`src/rtl/song_streamer.sv`:
```
// Song sample sequencer: fetches mono or stereo frames from a pipelined ROM and
// writes each frame RATE_DIV times to the codec. Optional macro SONG_STREAMER_VOLUME_EN adds vol_shift.
module song_streamer #(
    parameter int SAMPLE_W = 32,
    parameter int ADDR_W   = 16,
    parameter int SONG_LEN = 65536,
    parameter int CHANNELS = 1,
    parameter int RATE_DIV = 1,
    parameter int ROM_LAT  = 1,
    parameter int LOOP     = 0
) (
    input  logic                clk,
    input  logic                resetn,
    input  logic                play,
    input  logic                pause,
    input  logic                stop,
    output logic [ADDR_W-1:0]   rom_addr,
    input  logic [SAMPLE_W-1:0] rom_q,
    input  logic                out_allowed,
`ifdef SONG_STREAMER_VOLUME_EN
    input  logic [2:0]          vol_shift,
`endif
    output logic                out_write,
    output logic [SAMPLE_W-1:0] left_out,
    output logic [SAMPLE_W-1:0] right_out,
    output logic                playing,
    output logic                done,
    output logic [ADDR_W-1:0]   position
);
    typedef enum logic [2:0] {S_IDLE, S_FETCH, S_PLAY, S_PAUSED, S_DONE} state_t;

    localparam logic [ADDR_W-1:0] LAST_PTR = ADDR_W'(SONG_LEN - CHANNELS);
    localparam logic [ADDR_W-1:0] STEP     = ADDR_W'(CHANNELS);
    localparam logic [2:0]        CAP_L    = 3'(ROM_LAT);
    localparam logic [2:0]        CAP_END  = 3'(ROM_LAT * CHANNELS);
    localparam logic [2:0]        ADDR_R   = 3'(ROM_LAT - 1);
    localparam logic [7:0]        REP_LAST = 8'(RATE_DIV - 1);

    state_t                state_q, state_d;
    logic [ADDR_W-1:0]     ptr_q, ptr_d, addr_q, addr_d, pos_q, pos_d;
    logic [7:0]            rep_q, rep_d;
    logic [2:0]            cnt_q, cnt_d;
    logic [SAMPLE_W-1:0]   left_q, left_d, right_q, right_d;
    logic [SAMPLE_W-1:0]   cap_l, cap_r;
    logic                  wr;
`ifdef SONG_STREAMER_VOLUME_EN
    logic [2:0]            vol_q, vol_d;

    // Right channel reuses the shift latched with the left word so a frame is scaled uniformly.
    always_comb begin
        cap_l = SAMPLE_W'($signed(rom_q) >>> vol_shift);
        cap_r = SAMPLE_W'($signed(rom_q) >>> vol_q);
    end
`else
    always_comb begin
        cap_l = rom_q;
        cap_r = rom_q;
    end
`endif

    assign wr        = (state_q == S_PLAY) && !pause && !stop && out_allowed;
    assign out_write = wr;
    assign rom_addr  = addr_q;
    assign left_out  = left_q;
    assign right_out = right_q;
    assign position  = pos_q;
    assign playing   = (state_q == S_FETCH) || (state_q == S_PLAY) || (state_q == S_PAUSED);
    assign done      = (state_q == S_DONE);

    always_comb begin
        state_d = state_q;
        ptr_d   = ptr_q;
        addr_d  = addr_q;
        pos_d   = pos_q;
        rep_d   = rep_q;
        cnt_d   = cnt_q;
        left_d  = left_q;
        right_d = right_q;
`ifdef SONG_STREAMER_VOLUME_EN
        vol_d   = vol_q;
`endif
        case (state_q)
            S_IDLE, S_DONE: begin
                if (play) begin
                    state_d = S_FETCH;
                    ptr_d   = '0;
                    addr_d  = '0;
                    cnt_d   = '0;
                end
            end
            S_FETCH: begin
                cnt_d = cnt_q + 3'd1;
                // Pipelined ROM: the right address goes out exactly as the left data lands.
                if (CHANNELS == 2 && cnt_q == ADDR_R)
                    addr_d = ptr_q + ADDR_W'(1);
                if (cnt_q == CAP_L) begin
                    left_d = cap_l;
                    if (CHANNELS == 1)
                        right_d = cap_l;
`ifdef SONG_STREAMER_VOLUME_EN
                    vol_d = vol_shift;
`endif
                end
                if (CHANNELS == 2 && cnt_q == CAP_END)
                    right_d = cap_r;
                if (cnt_q == CAP_END) begin
                    rep_d   = '0;
                    pos_d   = ptr_q;
                    state_d = pause ? S_PAUSED : S_PLAY;
                end
            end
            S_PLAY: begin
                if (pause) begin
                    state_d = S_PAUSED;
                end else if (wr) begin
                    if (rep_q == REP_LAST) begin
                        rep_d = '0;
                        ptr_d = ptr_q + STEP;
                        cnt_d = '0;
                        if (ptr_q == LAST_PTR && LOOP == 0) begin
                            state_d = S_DONE;
                        end else begin
                            if (ptr_q == LAST_PTR)
                                ptr_d = '0;
                            addr_d  = ptr_d;
                            state_d = S_FETCH;
                        end
                    end else begin
                        rep_d = rep_q + 8'd1;
                    end
                end
            end
            S_PAUSED: begin
                if (!pause)
                    state_d = S_PLAY;
            end
            default: state_d = S_IDLE;
        endcase
        if (stop) begin
            state_d = S_IDLE;
            ptr_d   = '0;
            addr_d  = '0;
            pos_d   = '0;
            rep_d   = '0;
            cnt_d   = '0;
            left_d  = '0;
            right_d = '0;
        end
    end

    always_ff @(posedge clk or negedge resetn) begin
        if (!resetn) begin
            state_q <= S_IDLE;
            ptr_q   <= '0;
            addr_q  <= '0;
            pos_q   <= '0;
            rep_q   <= '0;
            cnt_q   <= '0;
            left_q  <= '0;
            right_q <= '0;
`ifdef SONG_STREAMER_VOLUME_EN
            vol_q   <= '0;
`endif
        end else begin
            state_q <= state_d;
            ptr_q   <= ptr_d;
            addr_q  <= addr_d;
            pos_q   <= pos_d;
            rep_q   <= rep_d;
            cnt_q   <= cnt_d;
            left_q  <= left_d;
            right_q <= right_d;
`ifdef SONG_STREAMER_VOLUME_EN
            vol_q   <= vol_d;
`endif
        end
    end
endmodule

```
`config.mk`:
```
export PLATFORM = sky130hd
export DESIGN_NAME = song_streamer
export DESIGN_NICKNAME = d
export VERILOG_FILES = /design/src/rtl/song_streamer.sv
export SDC_FILE = /design/constraint.sdc
export NUM_CORES = 1
export LEC_CHECK = 0
export CORE_ASPECT_RATIO = 2
export CORE_UTILIZATION = 40
export CTS_BUF_LIST = sky130_fd_sc_hd__clkbuf_4
export CTS_CLUSTER_SIZE = 24
export DETAILED_ROUTE_END_ITERATION = 10
export GPL_ROUTABILITY_DRIVEN = 0
export HOLD_SLACK_MARGIN = 0.1
export PLACE_DENSITY = 0.79
export SETUP_SLACK_MARGIN = 0.1
export SYNTH_ARGS = -nofsm -noshare
export SYNTH_HDL_FRONTEND = slang
export SYNTH_SLANG_ARGS = --single-unit
```
`constraint.sdc`:
```
create_clock -name clk -period 1.9 [get_ports clk]
set_input_delay 0.19 -clock clk [delete_from_list [all_inputs] [get_ports clk]]
set_output_delay 0.19 -clock clk [all_outputs]
set_load 0.005 [all_outputs]
```
==> flow_summary.toml, run 1 <==
[clocking]
clock_latency_ps = 460
cts_buffer_depth = 2
tritoncts = "done"
cts_buffers = 9
htreeDepth = 3
cts_root_buf = "clkbuf_4"
cts.sinks = 94
clk_pin_slew_ps = 160

[outcome]
outcome = "complete, but fails checks"
violations = "negative setup slack"

[pwr]
power_density_nw_per_um2 = 781
ir_worst_vdd_uv = 538
p_leak_uw = 0.00373

[timing]
fmax_mhz = 487
rsz0062_at_grt = "true"
finalHoldViolations = 0
maxSlewHeadroom = 0.608
slew_viol_final = 0
whs_ps = 145
worst_clock_skew_ps = 22.3
setup_ws_ps = -155
setup_viol = 78
worst_slew_pin_slew_ps = 588
fin_crit_sh = 1.08
fin_crit_ps = 2050

[critical_path]
path_cells = "buf_6, or4b_4, a21oi_4, buf_6, or2_4, a31o_4"
critPathArrivalTime_ps = 2460
cp-end-kind = "flip-flop"
start_kind = "flip-flop"
cpPeakStageDelay_ps = 570
r2r_cells = 6
cp_data_required_time_ps = 2300
crit_path_max_fanout = 6
crit_family = "simple AND/OR/NAND/NOR gates"
worst_path_max_delay_cell = "or4b_4"
crit_buf_inv = 2
crit_type = "reg -> reg"
path_depth = 6
crit_top_cell = "buf_6"

[synthesis]
synth-seq-area-share = 0.471
synth_top_family_by_area = "simple AND/OR/NAND/NOR gates"
synthAdderAreaFrac = 0.0125
synth_common_cells = "nand2_1, dfrtp_1, a21oi_1"
synth_mux_area_frac = 0.0406
syn_nets = 581
netlist_instances = 538
synth_top_area_cell = "dfrtp_1"
ys_ff_latch = 94
synthArstFlopShare = 1.00
synthXorXnorAreaFrac = 0.0105
syn_area_um2 = 4990
synth_compound_area_frac = 0.160
yosysUniqueCellTypes = 60
synth_most_common_cell = "nand2_1"
yosysWarnings = 0
ys.flop_type = "dfrtp_1"
synth_edf_count = 0
synth-simple-area-share = 0.206
netlist_top_cells_area = "dfrtp_1, nand2_1, buf_4"
yosys.area.top_type_share = 0.471
syn_area_per_cell_um2 = 9.28

[placement]
post-dp-hpwl_mm = 10.4
dp_slack_ps = -266
io_buffers = 136

[global_route]
grt_start_max_net_pins = 52
grt_pass1_vias = 4973
track_usage = 0.251
grt_pass1_wl_mm = 24.8
antenna_found_initial = 1
gr-total-overflow = 0

[floorplan]
start_util = 0.412
fp-row-count = 57
die_x_um = 81.0
io_pins = 137
die_y_um = 160
core-area_um2 = 12100
dieArea_um2 = 13000

[job]
cap_violations = 0

[detailed_routing]
routed_wl_mm = 18.5
drt-initial-drc-count = 411
ant_nets = 0
vias = 5113
wire_per_inst_um = 21.0
viasPerCell = 5.81
drtPass1Iterations = 5
drc_errors = 0

[layout]
final_net_count = 772
fillers = 842
area_growth_pct = 68.1
layout-drive-gt1-share = 0.413

[hold_path]
hp-class = "in -> async"
[power by group]
group	total, µW	switching, µW	internal, µW	leakage, µW
clock	1340	694	648	0.0000916
sequential	2260	126	2140	0.00130
combinational	2950	1420	1530	0.00234
[sequential cells by signal, indices dropped and copies added, names as in the netlist]
register	cells
ptr_q	16
rom_addr	16
state_q	3
cnt_q	3
position	16
right_out	32
rep_q	8
[cells by family after synthesis]
group / Yosys count
DFF: 94
adders and majority gates: 5
xor gates and xnor gates: 6
buffers and inverters: 87
AOI/OAI and AO/OA: 126
and+or+nand+nor: 201
muxes: 19
[layout by cell type (no fill, tap or decap), types with 5 or more instances in the layout]
| cell | count |
|---|---|
| nand2_4 | 45 |
| buf_6 | 22 |
| dfrtp_2 | 5 |
| clkbuf_4 | 9 |
| nand4_1 | 5 |
| clkdlybuf4s50_1 | 131 |
| inv_1 | 18 |
| dfrtp_1 | 89 |
| mux2_4 | 6 |
| nand2b_1 | 5 |
| o21ai_0 | 13 |
| nand2_1 | 63 |
| buf_4 | 71 |
| o31ai_1 | 5 |
| o22ai_2 | 6 |
| a21oi_1 | 9 |
| nor3_1 | 8 |
| mux2i_1 | 6 |
| nand3_1 | 9 |
| buf_12 | 8 |
| a21oi_2 | 48 |
| xnor2_1 | 5 |
| or3_1 | 10 |
| nor2_1 | 9 |
[per-stage QoR]
step	setup TNS, ps	util	instance area [µm²]	cells	total power (µW)
2_1_floorplan	-57.8	-	5030	538	3230
3_3_place_gp	-3640	0.553	6700	821	3980
3_5_place_dp	-4870	0.553	6700	821	4050
4_1_cts	-1300	0.630	7640	864	5990
5_1_grt	-5870	0.692	8390	880	6790
6_report	-5000	0.692	8390	880	6560
[final cells by class]
cell class / instances / area (µm²) / area share
Antenna cell: 1 / 2.50 / 0.000298
Clock buffer: 9 / 67.6 / 0.00805
Sequential cell: 94 / 2360 / 0.281
Timing Repair Buffer: 246 / 2500 / 0.298
Tap cell: 147 / 184 / 0.0219
Inverter: 21 / 81.3 / 0.00969
Multi-Input combinational cell: 357 / 3100 / 0.369
Clock inverter: 5 / 100 / 0.0119
[layer usage]
layer,track usage,share of wire,vias to the layer above
met3,0.0320,0.048,68
met5,0,0,-
li1,-,-,2223
met2,0.456,0.57,261
met1,0.255,0.33,2561
met4,0.167,0.048,0
[worst paths after layout]
kind	startpoint	slack [ps]	to
worst max-delay path	state_q[2]	-150	cnt_q[0]
worst min-delay path	resetn	150	right_out[30]
worst max register to register	state_q[2]	-150	cnt_q[0]
worst min register to register	rom_addr[7]	530	rom_addr[7]
min in group clk	stop	280	rom_addr[0]
max in group asynchronous	resetn	1130	right_out[8]
[timing repair]
item                                   CTS  global route
setup endpoints to repair               88            97
gates resized for setup                116           141
pin swaps                               50            97
buffers inserted                        24            12
cloned                                   4             5
hold buffers                             1             0
endpoints found under the hold margin   94             0
(Power assumes the default switching activity.)
==> run 2: changes to the inputs <==
CORE_MARGIN = 2   (was unset)
CORE_UTILIZATION = 45   (was 40)
PLACE_DENSITY = 0.87   (was 0.79)
SETUP_SLACK_MARGIN = 0.05   (was 0.1)
==> flow_summary.toml, run 2 (synthesis gave the netlist of run 1 again) <==
[outcome]
outcome = "complete, but fails checks"
violations = "negative setup slack"

[critical_path]
r2r_cells = 8
crit_family = "simple AND/OR/NAND/NOR gates"
crit_type = "reg -> reg"
r2r-start = "rep_q[0]"
worst_path_max_delay_cell = "or4_4"
crit_path_max_fanout = 6
critPathArrivalTime_ps = 2390
cp_data_required_time_ps = 2290
reg2reg_to = "rom_addr[3]"
crit_buf_inv = 3
cpPeakStageDelay_ps = 560
start_kind = "flip-flop"
cp-end-kind = "flip-flop"
r2r_slack_ps = -100
path_cells = "inv_2, ha_4, nor4b_4, buf_4, a21oi_4, buf_6, or4_4, o22ai_1"

[layout]
layout_commonest_cell = "clkdlybuf4s50_1"
layout-drive-gt1-share = 0.301
area_growth_pct = 54.9
final_core_util = 0.711
final_cell_mix = "clkdlybuf4s50_1, dfrtp_1, nand2_1, buf_4, a21oi_1"
final_area_um2 = 7730
largest_register_ffs = 32
final_net_count = 750
final_cells = 852

[pwr]
switching_share = 0.335
power_frac_clock = 0.201
p_int_uw = 4120
p_leak_uw = 0.00316
switchingPower_uw = 2080
ir_worst_vdd_uv = 621
comb_power_share = 0.429
power_density_nw_per_um2 = 801
seqPwrFrac = 0.370

[floorplan]
start_util = 0.459
dieArea_um2 = 12000
die_y_um = 153
die_x_um = 78.5
core-area_um2 = 10900
fp-row-count = 54
io_pins = 137

[detailed_routing]
routed_wl_mm = 17.4
viasPerCell = 5.82
drtPass1Iterations = 6
wire_per_inst_um = 20.4
drt-initial-drc-count = 357
vias = 4961
ant_nets = 0
drc_errors = 0

[timing]
fin_crit_ps = 2000
maxSlewHeadroom = 0.478
fin_crit_sh = 1.05
setup_viol = 17
fin_tns_setup_ps = -814
slew_viol_final = 0
worst_slew_pin_slew_ps = 783
whs_ps = 189
fmax_mhz = 500
worst_clock_skew_ps = 19.3
setup_ws_ps = -100
finalHoldViolations = 0
rsz0062_at_grt = "true"

[clocking]
clk_pin_slew_ps = 140
cts_root_buf = "clkbuf_4"
cts_buffer_depth = 2
clock_latency_ps = 470
htreeDepth = 3
cts.sinks = 94
cts_buffers = 9
tritoncts = "done"

[global_route]
gr-total-overflow = 0
grt_start_max_net_pins = 65
grt_pass1_wl_mm = 23.3
track_usage = 0.247
grt_pass1_vias = 4690
antenna_found_initial = 1

[placement]
dp_cells = 811
dpl_cell_area_um2 = 6670
io_buffers = 136
post-dp-hpwl_mm = 11.0

[job]
cap_violations = 0

[hold_path]
hp-class = "in -> async"
run 2: changes by cell type in the layout (fill, tap and decap cells not counted), sizes merged, moves of 2 or more:
cell | previous run | this run
buf | 107 | 83
clkbuf | 15 | 17
clkinv | 2 | 0
clkinvlp | 0 | 2
run 2: area by class of cell:
| class | count | area [µm²] |
|---|---|---|
| antenna | 1 | 2.50 |
| inverter | 21 | 78.8 |
| clock buffer | 10 | 75.1 |
| timing repair buffer | 224 | 2290 |
| tap | 140 | 175 |
| clock inverter | 5 | 83.8 |
| multi-input combinational | 357 | 2670 |
| sequential | 94 | 2360 |
| fill | 739 | 3150 |
run 2: timing repair:
action	4_1_cts	5_1_grt
gates resized for setup	27	113
hold endpoints to repair	77	0
pin swaps	5	38
hold buffers	1	0
cloned	0	10
setup buffers	7	8
endpoints found under the setup margin	65	61
run 2: how the worst max path moves through the flow:
stage	cells past startpoint	slack (ps)	from	endpoint
floorplan	6	-10	rep_q[0]	rom_addr[15]
global placement	6	-220	play	rom_addr[6]
detailed placement	6	-290	play	rom_addr[9]
CTS	8	-50	rep_q[1]	rom_addr[9]
global route	8	-190	rep_q[0]	rom_addr[0]
finish	8	-100	rep_q[0]	rom_addr[3]
run 2: layer usage:
| layer | global-route usage | vias to the layer above | share of wire |
|---|---|---|---|
| met5 | 0 | - | 0 |
| met4 | 0.151 | 0 | 0.055 |
| met3 | 0.0360 | 81 | 0.042 |
| met2 | 0.457 | 239 | 0.56 |
| met1 | 0.252 | 2442 | 0.34 |
| li1 | - | 2199 | - |
run 2: per-stage QoR:
stage / total power (µW) / setup WS, ps
after global placement: 4010 / -219
after global routing: 6430 / -187
after floorplan: 3220 / -14.5
after detailed placement: 4080 / -289
final: 6190 / -100
after CTS: 5430 / -50.8
run 2: power groups by stage:
stage | sequential [µW] | combinational [µW] | clock (µW)
6_report | 2290 | 2650 | 1240
5_1_grt | 2310 | 2790 | 1340
4_1_cts | 2270 | 1910 | 1250
3_5_place_dp | 2320 | 1760 | 0
3_3_place_gp | 2300 | 1710 | 0
2_1_floorplan | 2280 | 944 | 0
==> run 3: changes to the inputs <==
==> constraint.sdc (replaced) <==
create_clock -name clk -period 1.9 [get_ports clk]
set_input_delay 0.38 -clock clk [delete_from_list [all_inputs] [get_ports clk]]
set_output_delay 0.38 -clock clk [all_outputs]
set_load 0.005 [all_outputs]
==> flow_summary.toml, run 3 (synthesis gave the netlist of run 1 again) <==
[timing]
fmax_mhz = 475
slew_viol_final = 0
setup_ws_ps = -206
worst_slew_pin_slew_ps = 736
rsz0062_at_grt = "true"
fin_crit_ps = 2110
fin_crit_sh = 1.11
setup_viol = 83
fin_tns_setup_ps = -7740
finalHoldViolations = 0
maxSlewHeadroom = 0.510
worst_clock_skew_ps = 30.0
whs_ps = 393

[detailed_routing]
vias = 5389
drc_errors = 0
drt-initial-drc-count = 292
ant_nets = 0
viasPerCell = 6.08
wire_per_inst_um = 22.5
drtPass1Iterations = 5
routed_wl_mm = 19.9

[clocking]
tritoncts = "done"
cts_root_buf = "clkbuf_4"
clock_latency_ps = 480
cts_buffer_depth = 2
cts.sinks = 94
clk_pin_slew_ps = 150
htreeDepth = 3
cts_buffers = 9

[layout]
largest_register_ffs = 32
multi_input_area_um2 = 2950
register_area_um2 = 2360
layout-drive-gt1-share = 0.413
final_area_um2 = 8350
final_cells = 886
layout_commonest_cell = "clkdlybuf4s50_1"
final_cell_mix = "clkdlybuf4s50_1, dfrtp_1, buf_4, nand2_1, a21oi_2"
area_growth_pct = 67.2
final_net_count = 783
fillers = 632

[floorplan]
io_pins = 137
core-area_um2 = 10900
fp-row-count = 54
die_x_um = 78.5
dieArea_um2 = 12000
start_util = 0.459
die_y_um = 153

[global_route]
grt_pass1_wl_mm = 28.3
grt_start_max_net_pins = 65
gr-total-overflow = 0
antenna_found_initial = 2
grt_pass1_vias = 5310
track_usage = 0.306

[critical_path]
crit_type = "reg -> reg"
start_kind = "flip-flop"
cp_data_required_time_ps = 2260
critPathArrivalTime_ps = 2470
cp-end-kind = "flip-flop"
crit_path_max_fanout = 5

[pwr]
ir_worst_vdd_uv = 655
p_leak_uw = 0.00397
power_density_nw_per_um2 = 779
p_total_uw = 6500

[placement]
post-dp-hpwl_mm = 10.9
dpl_cell_area_um2 = 6670
dp_cells = 814
io_buffers = 136

[outcome]
violations = "negative setup slack"
outcome = "complete, but fails checks"

[hold_path]
hp-class = "in -> async"

[job]
cap_violations = 0
run 3: cell count changes in the layout (fill, tap and decap cells not counted), moves of 8 or more:
| cell | delta |
|---|---|
| nand2_1 | -20 |
| nand2_4 | +26 |
| a21oi_1 | -35 |
| o21ai_1 | +8 |
| dlymetal6s2s_1 | +14 |
| buf_4 | +20 |
| clkdlybuf4s50_1 | -16 |
| buf_6 | +8 |
| a21oi_2 | +34 |
run 3: final cells by class:
| cell class | instances | area share |
|---|---|---|
| multi-input combinational | 357 | 0.354 |
| inverter | 21 | 0.00945 |
| timing repair buffer | 257 | 0.318 |
| sequential | 94 | 0.283 |
| tap | 140 | 0.0210 |
| clock inverter | 6 | 0.00540 |
| clock buffer | 10 | 0.00900 |
| antenna | 1 | 0.000300 |
run 3: metrics by stage:
step,util,setup slack [ps]
floorplan,-,-14.5
global placement,0.613,-394
detailed placement,0.613,-459
CTS,0.716,-131
global route,0.767,-267
finish,0.767,-206
run 3: layer usage:
layer / up-vias / part of all wire / global-route usage
li1: 2265 / - / -
met1: 2663 / 0.32 / 0.313
met5: - / 0.00065 / 0
met4: 2 / 0.074 / 0.176
met3: 132 / 0.052 / 0.0514
met2: 327 / 0.55 / 0.569
run 3: final timing paths:
kind | from | to | slack, ps | cells after the start
min in group clk | rom_q[7] | right_out[7] | 430 | 3
worst min register to register | rom_addr[8] | rom_addr[8] | 530 | 1
worst max register to register | state_q[0] | ptr_q[12] | -210 | 6
worst max-delay path | state_q[0] | ptr_q[12] | -210 | 6
max in group asynchronous | resetn | right_out[28] | 810 | 3
worst min-delay path | resetn | right_out[1] | 390 | 2
run 3: what timing repair did:
| item | in CTS | in global routing |
|---|---|---|
| gates cloned | 8 | 2 |
| hold endpoints to repair | 28 | 0 |
| buffers inserted | 28 | 21 |
| hold buffers | 1 | 0 |
| pin swaps | 54 | 53 |
| setup endpoints to repair | 89 | 123 |
| resized for setup | 143 | 119 |
run 3: worst max-delay path, cell delays in order, from the launching register on:
cell     delay, ps
dfrtp_2        460
buf_6          140
or4b_4         580
a21oi_4        300
nor2_2         140
buf_4          170
a32o_1         220
run 3: power by group:
part	total (µW)	internal (µW)	leakage (µW)	switching, µW
combinational	3220	1710	0.00261	1510
clock	1010	291	0.0000611	722
sequential	2270	2140	0.00130	135
total	6500	4130	0.00397	2370
